--- config.mk ---
export PLATFORM = sky130hd
export DESIGN_NAME = load_store_unit
export DESIGN_NICKNAME = d
export VERILOG_FILES = /design/src/rtl/load_store_unit_pkg.sv /design/src/rtl/load_store_unit_align.sv /design/src/rtl/load_store_unit.sv
export SDC_FILE = /design/constraint.sdc
export NUM_CORES = 1
export LEC_CHECK = 0
export ABC_CLOCK_PERIOD_IN_PS = 2300
export CORE_MARGIN = 4
export CORE_UTILIZATION = 60
export DETAILED_ROUTE_END_ITERATION = 6
export DONT_BUFFER_PORTS = 1
export HOLD_SLACK_MARGIN = 0.05
export PLACE_DENSITY = 0.8
export SLEW_MARGIN = 20
export SYNTH_ARGS = -nofsm -noshare
export SYNTH_HDL_FRONTEND = slang
export SYNTH_SLANG_ARGS = --single-unit
export TNS_END_PERCENT = 10
--- constraint.sdc ---
create_clock -name clk -period 2.3 [get_ports clk]
set_input_delay 0 -clock clk [delete_from_list [all_inputs] [get_ports clk]]
set_output_delay 0 -clock clk [all_outputs]
set_load 0.02 [all_outputs]
--- src/rtl/load_store_unit_pkg.sv ---
// load_store_unit_pkg: access size codes and FSM state encoding shared by the load/store unit
package load_store_unit_pkg;
  localparam logic [1:0] SIZE_BYTE = 2'b00;
  localparam logic [1:0] SIZE_HALF = 2'b01;
  localparam logic [1:0] SIZE_WORD = 2'b10;
  localparam logic [1:0] SIZE_RSVD = 2'b11;
  typedef enum logic [1:0] {S_IDLE, S_RD, S_WR, S_RESP} state_t;
endpackage

--- src/rtl/load_store_unit_align.sv ---
// load_store_unit_align: big-endian sub-word extraction/extension for loads and lane merging for stores
module load_store_unit_align
  import load_store_unit_pkg::*;
(
  input  logic [31:0] word,
  input  logic [1:0]  offset,
  input  logic [1:0]  size,
  input  logic        unsign,
  input  logic [31:0] wdata,
  output logic [31:0] rdata,
  output logic [31:0] merged
);
  logic [4:0]  sh;
  logic [31:0] raw;
  logic [31:0] mask;
  // lane 0 is the most significant one, so the shift counts down from the top of the word
  always_comb begin
    sh     = size == SIZE_HALF ? {~offset[1], 4'b0000} : {~offset, 3'b000};
    raw    = word >> sh;
    mask   = (size == SIZE_HALF ? 32'h0000_ffff : 32'h0000_00ff) << sh;
    rdata  = size == SIZE_BYTE ? {{24{~unsign & raw[7]}}, raw[7:0]} :
             size == SIZE_HALF ? {{16{~unsign & raw[15]}}, raw[15:0]} : word;
    merged = size == SIZE_WORD ? wdata : (word & ~mask) | ((wdata << sh) & mask);
  end
endmodule

--- src/rtl/load_store_unit.sv ---
// load_store_unit: byte/half/word loads and stores over a word-only memory with a read-modify-write path
module load_store_unit
  import load_store_unit_pkg::*;
#(
  parameter int MEM_BYTES = 4096,
  parameter int DATA_W    = 32
) (
  input  logic              clk,
  input  logic              rst_n,
  input  logic              req_valid,
  input  logic              req_write,
  input  logic [1:0]        req_size,
  input  logic              req_unsign,
  input  logic [31:0]       req_addr,
  input  logic [DATA_W-1:0] req_wdata,
  output logic              busy,
  output logic              done,
  output logic              err,
  output logic [DATA_W-1:0] rdata,
  output logic              mem_write,
  output logic              mem_read,
  output logic [31:0]       mem_addr,
  output logic [DATA_W-1:0] mem_wdata,
  input  logic [DATA_W-1:0] mem_rdata
);
  state_t            state, state_nx;
  logic              write_q, unsign_q, bad;
  logic [1:0]        size_q;
  logic [31:0]       addr_q;
  logic [DATA_W-1:0] wdata_q, merge_word, ext_data, merged;
  assign bad = req_size == SIZE_RSVD || (req_size == SIZE_HALF && req_addr[0]) ||
               (req_size == SIZE_WORD && |req_addr[1:0]) || req_addr >= 32'(MEM_BYTES);
  load_store_unit_align u_align (
    .word   (write_q ? merge_word : mem_rdata),
    .offset (addr_q[1:0]),
    .size   (size_q),
    .unsign (unsign_q),
    .wdata  (wdata_q),
    .rdata  (ext_data),
    .merged (merged)
  );
  // strobes are gated by rst_n so a reset edge never coincides with a memory write
  assign busy      = state != S_IDLE;
  assign done      = state == S_RESP;
  assign mem_read  = state == S_RD && rst_n;
  assign mem_write = state == S_WR && rst_n;
  assign mem_addr  = {addr_q[31:2], 2'b00};
  assign mem_wdata = merged;
  // state register
  always_ff @(posedge clk)
    state <= rst_n ? state_nx : S_IDLE;
  // next state: errors skip memory, word stores skip the read, everything else reads first
  always_comb begin
    state_nx = S_IDLE;
    case (state)
      S_IDLE:  state_nx = !req_valid ? S_IDLE : bad ? S_RESP :
                          (req_write && req_size == SIZE_WORD) ? S_WR : S_RD;
      S_RD:    state_nx = write_q ? S_WR : S_RESP;
      S_WR:    state_nx = S_RESP;
      default: state_nx = S_IDLE;
    endcase
  end
  // request latch, error flag, load result and the read half of the read-modify-write
  always_ff @(posedge clk) begin
    if (!rst_n) begin
      write_q    <= 1'b0;
      unsign_q   <= 1'b0;
      size_q     <= 2'b00;
      addr_q     <= '0;
      wdata_q    <= '0;
      merge_word <= '0;
      rdata      <= '0;
      err        <= 1'b0;
    end else begin
      if (state == S_IDLE && req_valid) begin
        write_q  <= req_write;
        unsign_q <= req_unsign;
        size_q   <= req_size;
        addr_q   <= req_addr;
        wdata_q  <= req_wdata;
        err      <= bad;
      end
      if (state == S_RD && !write_q) rdata <= ext_data;
      if (state == S_RD && write_q) merge_word <= mem_rdata;
    end
  end
endmodule

# --- Word level (Yosys, flattened, before mapping) ---
# Index checks and enable logic that the tools add are counted.
totals:
  regBits: 135
  input_bits: 103
  wordCells: 57
  output_inout_bits: 101
classes:
  bitwise: 9
  order_cmp: 1
  n_shift: 3
  n_eq_ne: 8
  reduce_logical: 16
  n_mux: 11
ops:
  columns: ["op", "count"]
  rows:
  - ["$mux 32", 4]
  - ["$and 32x32->32", 2]
  - ["$shl 32x5->32", 2]
  - ["$ge 32x13->1 const B", 1]
  - ["$not 32->32", 1]
  - ["$or 32x32->32", 1]
  - ["$shr 32x5->16", 1]
  - ["$mux 16", 1]
  - ["$eq 2x2->1 const B", 5]
  - ["$logic_and 1x1->1", 8]
  - ["$eq 2x1->1 const B", 3]
  - ["$mux 2", 3]
  - ["$pmux 2 s3", 1]
  - ["$mux 5", 1]
  - ["$logic_not 2->1", 2]
  - ["$logic_or 1x1->1", 3]
  - ["$and 1x1->1", 2]
  - ["$not 1->1", 2]
  - ["$not 2->2", 1]
  - ["$reduce_bool 2->1", 1]
  - ["$reduce_or 2->1", 1]
  - ["$logic_not 1->1", 1]
  - ["$mux 1", 1]

# --- Logic depth before layout (Yosys ltp) ---
depth:
  word_depth: 8
  ltp_mapped: 8
  ltp_nobuf: 7

# --- Cells and area by module ---
# From an unflattened synthesis, not the netlist that was laid out.
unflattened:
  hier_cells: 927
  area_unflattened_um2: 7325.8
by_module_without_submodules:
  columns: ["module", "seq_area_each_um2", "n_inst", "cells_each", "area_per_inst_um2"]
  rows:
  - ["load_store_unit", 2702.6, 1, 680, 5911.9]
  - ["load_store_unit_align", 0.0, 1, 247, 1413.9]

# --- Worst setup path after synthesis ---
# No wires, ideal clock.
synth_timing:
  path_kind: "register -> register"
  start: "register write_q"
  end: "register rdata[21]"
  synth_period_minus_slack_ns: 1.753
  t_arrival_ns: 1.626
  path_buffers: 2
  path_stages_with_launch: 8
  t_required_ns: 2.172
  setup_ns: 0.128
  setup_slack_ns: 0.547
  path_cell_list: "dfxtp_1 -> buf_6 -> mux2i_4 -> inv_2 -> mux4_2 -> nand3_4 -> buf_12 -> o211ai_2"
synth_via:
  elab_chain_len: 5
  word_cells_on_any_way: 8
  cone_classes: "shift (1); mux (3); bitwise (2); reduce/logical (2)"
synth_rtl:
  columns: ["element", "line", "text"]
  rows:
  - ["from (decl)", "load_store_unit.sv:27", "logic write_q, unsign_q, bad;"]
  - ["from (signal assigned)", "load_store_unit.sv:76", "write_q <= req_write;"]
  - ["$mux 32", "load_store_unit.sv:34", ".word (write_q ? merge_word : mem_rdata),"]
  - ["$shr 32x5->16", "load_store_unit_align.sv:19", "raw = word >> sh;"]
  - ["$and 1x1->1", "load_store_unit_align.sv:22", "size == SIZE_HALF ? {{16{~unsign & raw[15]}}, raw[15:0]} : word;"]
  - ["$mux 32", "load_store_unit_align.sv:22", null]
  - ["$mux 32", "load_store_unit_align.sv:21", "rdata = size == SIZE_BYTE ? {{24{~unsign & raw[7]}}, raw[7:0]} :"]
  - ["to (signal assigned)", "load_store_unit.sv:83", "if (state == S_RD && !write_q) rdata <= ext_data;"]
  - ["to (decl)", "load_store_unit.sv:19", "output logic [DATA_W-1:0] rdata,"]
# Several ways; a longest one is shown, not always the timed one.
# A chain may end at the register's enable or synchronous reset.

# --- Final worst setup path ---
layout_timing:
  start: "register write_q"
  end: "output mem_wdata[19]"
layout_via:
  elab_chain_len: 4
layout_rtl:
  columns: ["element", "line", "text"]
  rows:
  - ["$mux 32", "load_store_unit.sv:34", null]
  - ["$and 32x32->32", "load_store_unit_align.sv:23", "merged = size == SIZE_WORD ? wdata : (word & ~mask) | ((wdata << sh) & mask);"]
  - ["$or 32x32->32", "load_store_unit_align.sv:23", null]
  - ["$mux 32", "load_store_unit_align.sv:23", null]
  - ["to (decl)", "load_store_unit.sv:23", "output logic [DATA_W-1:0] mem_wdata,"]
# No other way between the ends.

==> flow_summary.ini <==
[run_status]
outcome = completed

[synthesis]
async_reset_ff_frac = 0
seq_area_frac_synth = 0.389
synth_area_leaders = dfxtp_1 (39%), nand2_1 (13%), a21boi_0 (11%), mux2i_1 (4.9%), mux2_2 (4.7%)
synth.most_common_cell = nand2_1
syn_area_um2 = 6950
synth_edf_count = 0
yosysWarningCount = 0
synth_cell_type_count = 42
synth_top_flop_cell = dfxtp_1
ys_ff_latch = 135
syn_inst = 864
yosysTopAreaCell = dfxtp_1
yosys.area.top_type_share = 0.389
yosys-top-cells-count = nand2_1 (237), dfxtp_1 (135), a21boi_0 (100)
avgSynthCellArea_um2 = 8.04

[floorplan]
ios = 204
die_x_um = 116
row_count = 39
core_area_um2 = 11400
die_h_um = 116
start_util = 0.611
dieArea_um2 = 13400

[route]
met3_length_um = 2580
ant_nets = 0
vias_per_cell = 6.12
wl_met1_um = 9070
top_layer = met5
route.met2.wl_um = 11700
drc = 0
drt_iter0_drc = 752
post_drt_wl_per_cell_um = 21.5
num_vias = 6885
drtPass1Iterations = 6
finalWirelength_um = 24200

[clock_tree]
clk_latency_ns = 0.42
htreeDepth = 4
root_buffer = clkbuf_16
cts.sinks = 135
cts_buffers = 17
cts_buffer_depth = 2
cts_tree = built
clk_pin_slew_ns = 0.05

[global_route]
grt_overflow = 0
grt_max_degree = 118
grt_pass1_wl_um = 37500
grt_pass1_vias = 6905
grt_use_total = 0.363
antenna_found_initial = 1

[sta]
min_period_ns = 2.27
worstMarginPinSlew_ns = 0.623
hold_viol_final = 0
max_freq_mhz = 441
skew_ns = 0.00520
finalSetupTns_ns = 0
maxSlewHeadroom = 0.573
drv_slew = 0
setup_viol = 0
rsz0062_at_grt = true
finalCritPeriodShare = 0.987

[critical_path]
worstPathArrival_ns = 2.27
worstSetupStartpointType = flip-flop
rr_worst_depth = 7
required_ns = 2.30
path_max_fanout = 11
end_kind = primary output
criticalPathCategory = flip-flop to primary output

[place]
io_buffers = 0
place.gp.congestion = 0.916
hpwl_um = 14700

[cells_and_area]
fin_nets = 1075
utilization = 0.789
seq_area_um2 = 2710
syn_to_final_growth_pct = 29.2
drive_above_1_share = 0.155
nFillCells = 680
multiInputGateArea_um2 = 3740

[min_path]
worstHoldPathCells = 4
holdCritPathClass = input pin to flip-flop

[flow_run]
maxCapViolCount = 0

[pwr]
peakVddDrop_mv = 0.832
power_density_nw_per_um2 = 1150
p_leak_nw = 3.55
power.total_w = 0.0104
==> area by class of cell <==
type                    count  share of cell area
clock buffers              25              0.0563
multi-input cells         623               0.417
well taps                 143              0.0199
flip-flops and latches    135               0.302
diodes                      1            0.000279
repair buffers            178               0.186
clock inverters             7              0.0128
inverters                  13             0.00544
==> state kept, by name, summed over array words and instances (netlist names) <==
register	count
addr_q	32
merge_word	32
rdata	32
wdata_q	32
size_q	2
state	2
err	1
unsign_q	1
write_q	1
==> power breakdown <==
group,internal (W),leakage (nW),switching [W]
clock,0.00185,0.300,0.00101
combinational,0.00151,2.14,0.00223
sequential,0.00286,1.10,0.000903
==> cell usage in the layout, fill, tap and decap left out, types with 8 or more instances in the layout <==
cell type	netlist	layout
nor2_1	53	51
clkbuf_16	0	17
mux2i_1	34	31
inv_1	11	11
nand2_1	237	235
a21boi_0	100	100
buf_4	34	55
o21ai_0	36	36
a21oi_1	49	46
o211ai_1	12	12
a221oi_1	11	11
mux2_2	29	29
dlygate4sd3_1	0	120
o211ai_2	10	10
dfxtp_1	135	132
o22ai_1	8	8
==> per-layer routing <==
metal  vias to the layer above  global-route usage
met1                      3264               0.441
met2                       431               0.590
met4                         2               0.159
met5                         -                   0
met3                        72               0.120
li1                       3116                   -
==> worst max-delay path: stages, from the launching register on <==
cell	delay, ns
dfxtp_2	0.44
buf_4	0.24
buf_6	0.20
mux2_2	0.40
mux2i_1	0.26
a21oi_1	0.12
buf_4	0.18
==> logic make-up (layout without fill, tap and decap cells) <==
kind of cell / Yosys count / in the layout / synth area share
buf+inv: 107 / 223 / 0.0821
mux: 66 / 66 / 0.106
simple gates: 312 / 312 / 0.177
fa+ha+maj: 4 / 4 / 0.00720
flops: 135 / 135 / 0.389
other cells: 1 / 3 / 0.000540
compound gates: 239 / 239 / 0.238
==> timing repair <==
item | CTS | global route
setup endpoints to repair | 3 | 31
resized for setup | 3 | 15
buffers inserted | 0 | 6
hold buffers | 119 | 3
pin swaps | 0 | 3
gates cloned | 0 | 0
endpoints found under the hold margin | 135 | 2
==> stage by stage <==
stage	instances	hold WS, ns	cell area, um^2	worst slack, ns
3_3_place_gp	965	0.120	7010	0.319
2_1_floorplan	865	0.118	6950	0.547
6_report	1125	0.0375	8970	0.0306
5_1_grt	1124	0.0831	8970	-0.0701
4_1_cts	1116	0.0503	8850	-0.0535
3_5_place_dp	965	0.122	7010	0.231
==> path summary, 6_finish.rpt <==
path,start,end,slack [ns]
worst max-delay path,write_q,mem_wdata[19],0.03
worst min-delay path,mem_rdata[28],rdata[4],0.04
worst max register to register,state[0],size_q[1],0.08
worst min register to register,merge_word[26],merge_word[26],0.47
No activity file was read; power rests on OpenSTA's default activity.
